--- config.mk ---
export PLATFORM = sky130hd
export DESIGN_NAME = led_indicator_scheduler
export DESIGN_NICKNAME = d
export VERILOG_FILES = /design/src/rtl/led_indicator_scheduler.sv
export SDC_FILE = /design/constraint.sdc
export NUM_CORES = 1
export LEC_CHECK = 0
export CAP_MARGIN = 20
export CORE_AREA = 2 2 47 49
export CTS_BUF_LIST = sky130_fd_sc_hd__clkbuf_4 sky130_fd_sc_hd__clkbuf_8
export CTS_CLUSTER_DIAMETER = 30
export DETAILED_ROUTE_END_ITERATION = 16
export DIE_AREA = 0 0 49 51
export GPL_TIMING_DRIVEN = 0
export PLACE_DENSITY = 0.82
export SLEW_MARGIN = 20
export SYNTH_ARGS = -nofsm -noshare
export SYNTH_HDL_FRONTEND = slang
export SYNTH_SLANG_ARGS = --single-unit
--- constraint.sdc ---
create_clock -name CLK -period 2.75 [get_ports CLK]
set_input_delay 0.275 -clock CLK [delete_from_list [all_inputs] [get_ports CLK]]
set_output_delay 0.275 -clock CLK [all_outputs]
set_load 0.02 [all_outputs]
--- src/rtl/led_indicator_scheduler.sv ---
// Shares two indicator LEDs between two requesters: prescaled tick, blink phase,
// round-robin ownership with a minimum hold time, and registered LED drive.
module led_indicator_scheduler #(
    parameter int PRESCALE    = 1000,
    parameter int BLINK_TICKS = 4,
    parameter int HOLD_TICKS  = 8
) (
    input  logic       CLK,
    input  logic       not_RST,
    input  logic [1:0] req,
    input  logic [1:0] mode0,
    input  logic [1:0] mode1,
    output logic [1:0] grant,
    output logic       tick,
    output logic       LED_A,
    output logic       LED_B
);

    localparam int PW = (PRESCALE > 1) ? $clog2(PRESCALE) : 1;
    localparam int BW = (BLINK_TICKS > 1) ? $clog2(BLINK_TICKS) : 1;
    localparam int HW = $clog2(HOLD_TICKS + 1);
    localparam logic [PW-1:0] PRE_LAST   = PW'(PRESCALE - 1);
    localparam logic [BW-1:0] BLINK_LAST = BW'(BLINK_TICKS - 1);
    localparam logic [HW-1:0] HOLD_LOAD  = HW'(HOLD_TICKS);

    typedef enum logic [1:0] {IDLE, OWN0, OWN1} state_t;

    state_t        state;
    state_t        next_state;
    logic          last_served;
    logic          next_last;
    logic          reload;
    logic [PW-1:0] pre_cnt;
    logic [BW-1:0] blink_cnt;
    logic          phase;
    logic [HW-1:0] hold;
    logic [1:0]    owner_mode;
    logic          next_a;
    logic          next_b;

    // Ownership decision; LEDs are decoded from the next owner so they move with grant.
    always_comb begin
        next_state = state;
        next_last  = last_served;
        reload     = 1'b0;
        case (state)
            IDLE: begin
                if (req != 2'b00) begin
                    reload = 1'b1;
                    if (last_served)
                        next_state = req[0] ? OWN0 : OWN1;
                    else
                        next_state = req[1] ? OWN1 : OWN0;
                end
            end
            OWN0: begin
                if (!req[0]) begin
                    next_last  = 1'b0;
                    next_state = req[1] ? OWN1 : IDLE;
                    reload     = req[1];
                end else if (hold == '0 && req[1]) begin
                    next_last  = 1'b0;
                    next_state = OWN1;
                    reload     = 1'b1;
                end
            end
            OWN1: begin
                if (!req[1]) begin
                    next_last  = 1'b1;
                    next_state = req[0] ? OWN0 : IDLE;
                    reload     = req[0];
                end else if (hold == '0 && req[0]) begin
                    next_last  = 1'b1;
                    next_state = OWN0;
                    reload     = 1'b1;
                end
            end
            default: next_state = IDLE;
        endcase

        owner_mode = (next_state == OWN1) ? mode1 : mode0;
        next_a     = 1'b0;
        next_b     = 1'b0;
        if (next_state != IDLE) begin
            case (owner_mode)
                2'd1: begin next_a = 1'b1;  next_b = 1'b1;   end
                2'd2: begin next_a = phase; next_b = phase;  end
                2'd3: begin next_a = phase; next_b = ~phase; end
                default: ;
            endcase
        end
    end

    always_ff @(posedge CLK) begin
        if (!not_RST) begin
            pre_cnt     <= '0;
            tick        <= 1'b0;
            blink_cnt   <= '0;
            phase       <= 1'b0;
            hold        <= '0;
            state       <= IDLE;
            last_served <= 1'b1;
            grant       <= 2'b00;
            LED_A       <= 1'b0;
            LED_B       <= 1'b0;
        end else begin
            tick    <= (pre_cnt == PRE_LAST);
            pre_cnt <= (pre_cnt == PRE_LAST) ? '0 : pre_cnt + 1'b1;

            if (tick) begin
                if (blink_cnt == BLINK_LAST) begin
                    blink_cnt <= '0;
                    phase     <= ~phase;
                end else begin
                    blink_cnt <= blink_cnt + 1'b1;
                end
            end

            // A reload on a new grant swallows any coincident tick.
            if (reload)
                hold <= HOLD_LOAD;
            else if (state != IDLE && tick && hold != '0)
                hold <= hold - 1'b1;

            state       <= next_state;
            last_served <= next_last;
            grant       <= {next_state == OWN1, next_state == OWN0};
            LED_A       <= next_a;
            LED_B       <= next_b;
        end
    end

endmodule

==> results of run 1 <==
layer usage:
metal  wire length [um]  share of wire (%)
met3                 69                3.3
met1                959                 46
met4                 27                1.3
met2               1030                 49
met5                  0                  0
stage by stage:
| stage | setup slack [ps] | power, W | instances | area [um2] |
|---|---|---|---|---|
| CTS | 1050 | 0.000624 | 171 | 1320 |
| detailed placement | 979 | 0.000471 | 167 | 1300 |
| finish | 1060 | 0.000620 | 171 | 1320 |
| global placement | 996 | 0.000469 | 167 | 1300 |
| global route | 947 | 0.000648 | 171 | 1320 |
| floorplan | 1230 | 0.000440 | 127 | 1140 |
synth_stat cells:
cell      count
or3_1         2
a22o_1        3
nor2_1       21
nor2b_1       1
buf_2         1
nor3b_2       1
o211ai_1      1
buf_4         1
and3_1        1
a21boi_1      1
o311ai_2      1
xor2_1        4
a31oi_1       3
ha_1          4
o221ai_1      1
a21oi_1       2
nor3_1        5
nand2_2       1
o21a_1        1
nand4_1       2
inv_1         8
nand3_1       4
a21oi_2       1
o21ai_0       5
and2_1        1
a31oi_2       1
a211oi_1      1
xnor2_1      10
nor3b_1       1
dfxtp_1      25
a22oi_1       1
or4_4         1
nand2_1       9
mux2i_1       1
o211ai_2      1
where the power goes:
group          internal [W]  total [W]  switching (W)
clock             0.0000543   0.000155       0.000101
sequential         0.000374   0.000383     0.00000905
combinational     0.0000388  0.0000814      0.0000426
total              0.000467   0.000620       0.000153
final timing paths:
kind,from,endpoint,slack (ps),depth (start not counted)
min reg2reg,pre_cnt[0],pre_cnt[0],460,1
max reg2reg,hold[0],LED_A,1060,7
min,pre_cnt[0],pre_cnt[0],460,1
max,hold[0],LED_A,1060,7
sequential cells by signal, summed over array words and instances (netlist names):
name	count
LED_B	1
blink_cnt	2
LED_A	1
hold	4
state	2
grant	2
last_served	1
pre_cnt	10
tick	1
phase	1
final cells by class:
class,instances,area share (%)
multi-input combinational,92,45.2
sequential,25,37.8
timing repair buffer,12,9.07
tap,28,2.65
inverter,8,2.27
clock buffer,3,1.70
buffer,2,0.945
clock inverter,1,0.378
cells in the final DEF, fill, tap and decap left out, drive strengths merged, types with 4 or more instances in the layout:
| cell | n |
|---|---|
| a31oi | 4 |
| clkdlybuf4s50 | 12 |
| dfxtp | 25 |
| ha | 4 |
| inv | 8 |
| nand2 | 10 |
| nand3 | 4 |
| nor2 | 21 |
| nor3 | 5 |
| o21ai | 5 |
| xnor2 | 10 |
| xor2 | 4 |
cell families after synthesis:
logic type | after synthesis | share of synthesized area (%)
AO/OA/AOI/OAI | 23 | 15.5
flip-flops | 25 | 43.9
adder cells (fa/ha/maj) | 4 | 4.39
multiplexers | 1 | 0.877
XOR/XNOR | 14 | 10.7
buffers and inverters | 10 | 3.73
AND/OR/NAND/NOR | 50 | 20.9
==> flow_summary.ini, run 1 <==
[cells_and_area]
sequential_cell_area_um2 = 500
multiInputGateArea_um2 = 598
antenna_cells = 0
drive_above_1_share_pct = 9.09
finish.net_count = 156
fill_cells = 180
fin_util_pct = 64.2
area_delta_synth_final_pct = 16.0

[yosys]
netlist.area_leader.share_pct = 43.9
syn_area_um2 = 1140
yosysTopAreaCell = dfxtp_1
synth.area.top_cells = dfxtp_1 (44%), xnor2_1 (7.7%), nor2_1 (6.9%)
seq_area_frac_synth_pct = 43.9
yosys.cell_types.count = 35
syn_nets = 139
synthCells = 127
avgSynthCellArea_um2 = 8.98
synth-seq-cells = 25
yosys_warnings = 0

[setup_path]
critPathMaxFanout = 10
arrival_ps = 1910
path_buf_inv = 2
crit_type = flop to flop
cp-start-kind = flop
required_ps = 2960
cpLargestDelayFamily = compound AO/OA/AOI/OAI gates
cpMaxStageDelayCell = dfxtp_1
end_kind = flop
max_stage_delay_ps = 390
path_cells = inv_1, ha_1, nor3b_2, buf_4, o311ai_2, a21oi_2, a22o_1

[placed_design]
hpwl_um = 1560
io_buffers = 12
gp_congestion = 0.832

[global_route]
use_met1_pct = 19.4
grt_pass1_wl_um = 3530
gr-total-overflow = 0
use_met3_pct = 3.22
gr-usage-met2_pct = 35.2
grt_pass1_vias = 874
track_usage_pct = 18.0
antenna_found_initial = 0
top_usage_layer = met2
grt_max_degree = 15

[clock_network]
ctsResizeCount = 0
cts_sinks = 25
cts_inserted_buffers = 3
cts-htree-levels = 1
clk_pin_slew_ps = 130
cts_tree = done
cts_setup_buffers = 0
clk_path_buf_depth = 2
holdBufCountCts = 0
clock_latency_ps = 310
cts_root_buf = clkbuf_4

[job]
cap_violations = 0

[timing]
tns_ps = 0
slew_violations = 0
worst_clock_skew_ps = 2.78
tightestPinTransition_ps = 351
hold_violations = 0
maxSlewHeadroom_pct = 76.4
setup_violations = 0
period_share_pct = 61.6
fin_crit_ps = 1690
hold_ws_ps = 464
fmax_mhz = 591
grt_setup_unrepaired = no

[floorplanning]
initial_core_util_pct = 55.3
fp.dieW_um = 49
die_area_um2 = 2500
die_h_um = 51
io_pins = 13
rows = 17
coreArea_um2 = 2060

[detailed_routing]
vias = 924
first_iter_violations = 6
ant_nets = 0
post-route-drc-count = 0
finalWirelength_um = 2090
drt-wirelength-per-cell_um = 12.2
avgViaCountPerCell = 5.40
dr.pass1.iters = 4

[power]
leakage_nw = 0.485
vdd_drop_max_mv = 0.325
p_per_area_nw_per_um2 = 468

[status]
status = completed

[hold_path]
hp-class = flop to flop
Power figures use the tool's default switching activity.
==> run 2: changes to the inputs <==
- CORE_AREA: 2 2 47 49 -> 2 2 51 53
- DIE_AREA: 0 0 49 51 -> 0 0 53 55
- PLACE_DENSITY: 0.82 -> 0.73
- clock period: 2.75 -> 1.39 ns (I/O delays scaled with it)
==> run 2 against run 1 <==
Net effect:
- flip-flop and latch count unchanged
- total power up 110%
- clock skew up 1.3 ps
- combinational power rose to 2.6 times the previous value
- clock-buffer cell count unchanged
- clock power up 110%
- maximum frequency up 12%
- sequential share of layout area down 4.3 points
- highest routed layer unchanged
- worst setup slack worse by 1200 ps
- critical path depth unchanged
- utilization about the same
- routed wire length up 8.5%
- the run now ends with negative setup slack left
==> flow_summary.ini, run 2 (synthesized netlist as in run 1, its figures left out) <==
[detailed_routing]
wl_met2_um = 1100
vias = 944
first_iter_violations = 15
highest_layer = met4
drt-met1-wl_um = 1080
drt-wirelength-per-cell_um = 12.5
dr.pass1.iters = 4
ant_nets = 0
avgViaCountPerCell = 5.22
route.met3.wl_um = 73
post-route-drc-count = 0
finalWirelength_um = 2270

[power]
p_per_area_nw_per_um2 = 856
vdd_drop_max_mv = 0.532
swShare_pct = 26.5
pwr-share-clk_pct = 24.8
power_switching_w = 0.000344
p_int_w = 0.000955
leakage_nw = 0.610
pwr-share-comb_pct = 16.4
p_seq_share_pct = 58.7

[clock_network]
cts-htree-levels = 1
cts_inserted_buffers = 3
cts_tree = done
clock_latency_ps = 310
cts_sinks = 25
clk_pin_slew_ps = 140
cts_root_buf = clkbuf_4
clk_path_buf_depth = 2

[setup_path]
crit_type = flop to flop
critPathMaxFanout = 5
cp-start-kind = flop
required_ps = 1610
arrival_ps = 1730
end_kind = flop

[status]
status = finished, violations left
violations = negative setup slack

[timing]
hold_ws_ps = 479
tightestPinTransition_ps = 458
hold_violations = 0
fmax_mhz = 662
setup_ws_ps = -121
slew_violations = 0
fin_crit_ps = 1510
period_share_pct = 109
setup_violations = 8
grt_setup_unrepaired = yes
worst_clock_skew_ps = 4.09
maxSlewHeadroom_pct = 69.2

[cells_and_area]
most-common-layout-cells = nor2_1 (20), dfxtp_1 (19), xnor2_1 (10), nand2_1 (9)
finish.net_count = 164
largest_reg_flops = 10
post_layout_nonfiller_instances = 181
top_regs = pre_cnt (10), hold (4)
final_common_cell = nor2_1
antenna_cells = 0
area_delta_synth_final_pct = 33.0
drive_above_1_share_pct = 25.8
fin_area_um2 = 1520
top_register = pre_cnt

[global_route]
antenna_found_initial = 0
grt_pass1_vias = 844
gr-total-overflow = 0
grt_pass1_wl_um = 3500
track_usage_pct = 16.3
grt_max_degree = 16

[floorplanning]
io_pins = 13
die_area_um2 = 2920
coreArea_um2 = 2360
initial_core_util_pct = 48.3
fp.dieW_um = 53
die_h_um = 55
rows = 18

[placed_design]
dp.cells = 169
hpwl_um = 1460
dp_slack_ps = -253
io_buffers = 12
gp_congestion = 0.722
placed_area_um2 = 1310

[job]
cap_violations = 0

[hold_path]
hp-class = flop to flop
## run 2: cell types whose count changed in the layout (fill, tap and decap cells not counted), sizes merged
| cell | delta |
|---|---|
| dlygate4sd2 | +1 |
| clkinvlp | +1 |
| dlymetal6s2s | +4 |
| buf | +8 |
| clkinv | -1 |
| clkdlybuf4s50 | -5 |
## run 2: worst max-delay path, stage by stage (launching register included)
cell     delay, ps
dfxtp_2        360
inv_2           70
ha_4           110
nor3b_4        220
buf_6          160
a22o_1         170
a21oi_2         80
a22o_1         230
## run 2: through the flow
stage	power [W]	util (%)	TNS (ps)
global route	0.00137	64.2	-1160
finish	0.00130	64.2	-534
global placement	0.000933	55.6	-1200
floorplan	0.000875	-	-119
detailed placement	0.000938	55.6	-1550
CTS	0.00128	61.1	-285
## run 2: path summary, 6_finish.rpt
kind | startpoint | to | slack [ps] | cells after the start
worst max-delay path | hold[0] | LED_A | -120 | 7
worst min-delay path | pre_cnt[0] | pre_cnt[0] | 480 | 1
worst min register to register | pre_cnt[0] | pre_cnt[0] | 480 | 1
worst max register to register | hold[0] | LED_A | -120 | 7
## run 2: final cells by class
class | count | area [um2]
flip-flops and latches | 25 | 508
repair buffers | 20 | 193
multi-input cells | 92 | 703
clock buffers | 3 | 22.5
plain buffers | 2 | 16.3
well taps | 30 | 37.5
clock inverters | 1 | 7.51
inverters | 8 | 30.0
fillers | 189 | 847
## run 2: power by group through the flow
stage / clock network (W) / logic, W / registers (W)
floorplan: 0 / 0.0000952 / 0.000780
global placement: 0 / 0.000161 / 0.000772
detailed placement: 0 / 0.000165 / 0.000772
CTS: 0.000333 / 0.000184 / 0.000762
global route: 0.000367 / 0.000232 / 0.000767
finish: 0.000323 / 0.000213 / 0.000763
## run 2: per-layer routing
layer,global-route usage [%],up-vias
met5,0,-
li1,-,486
met1,19.9,444
met3,2.42,2
met2,29.2,12
met4,6.41,0
## run 2: repair_timing
action,in CTS,in global routing
buffers inserted,4,3
gates cloned,1,0
endpoints found under the setup margin,17,20
gates resized for setup,17,13
hold buffers,0,0
pin swaps,5,8
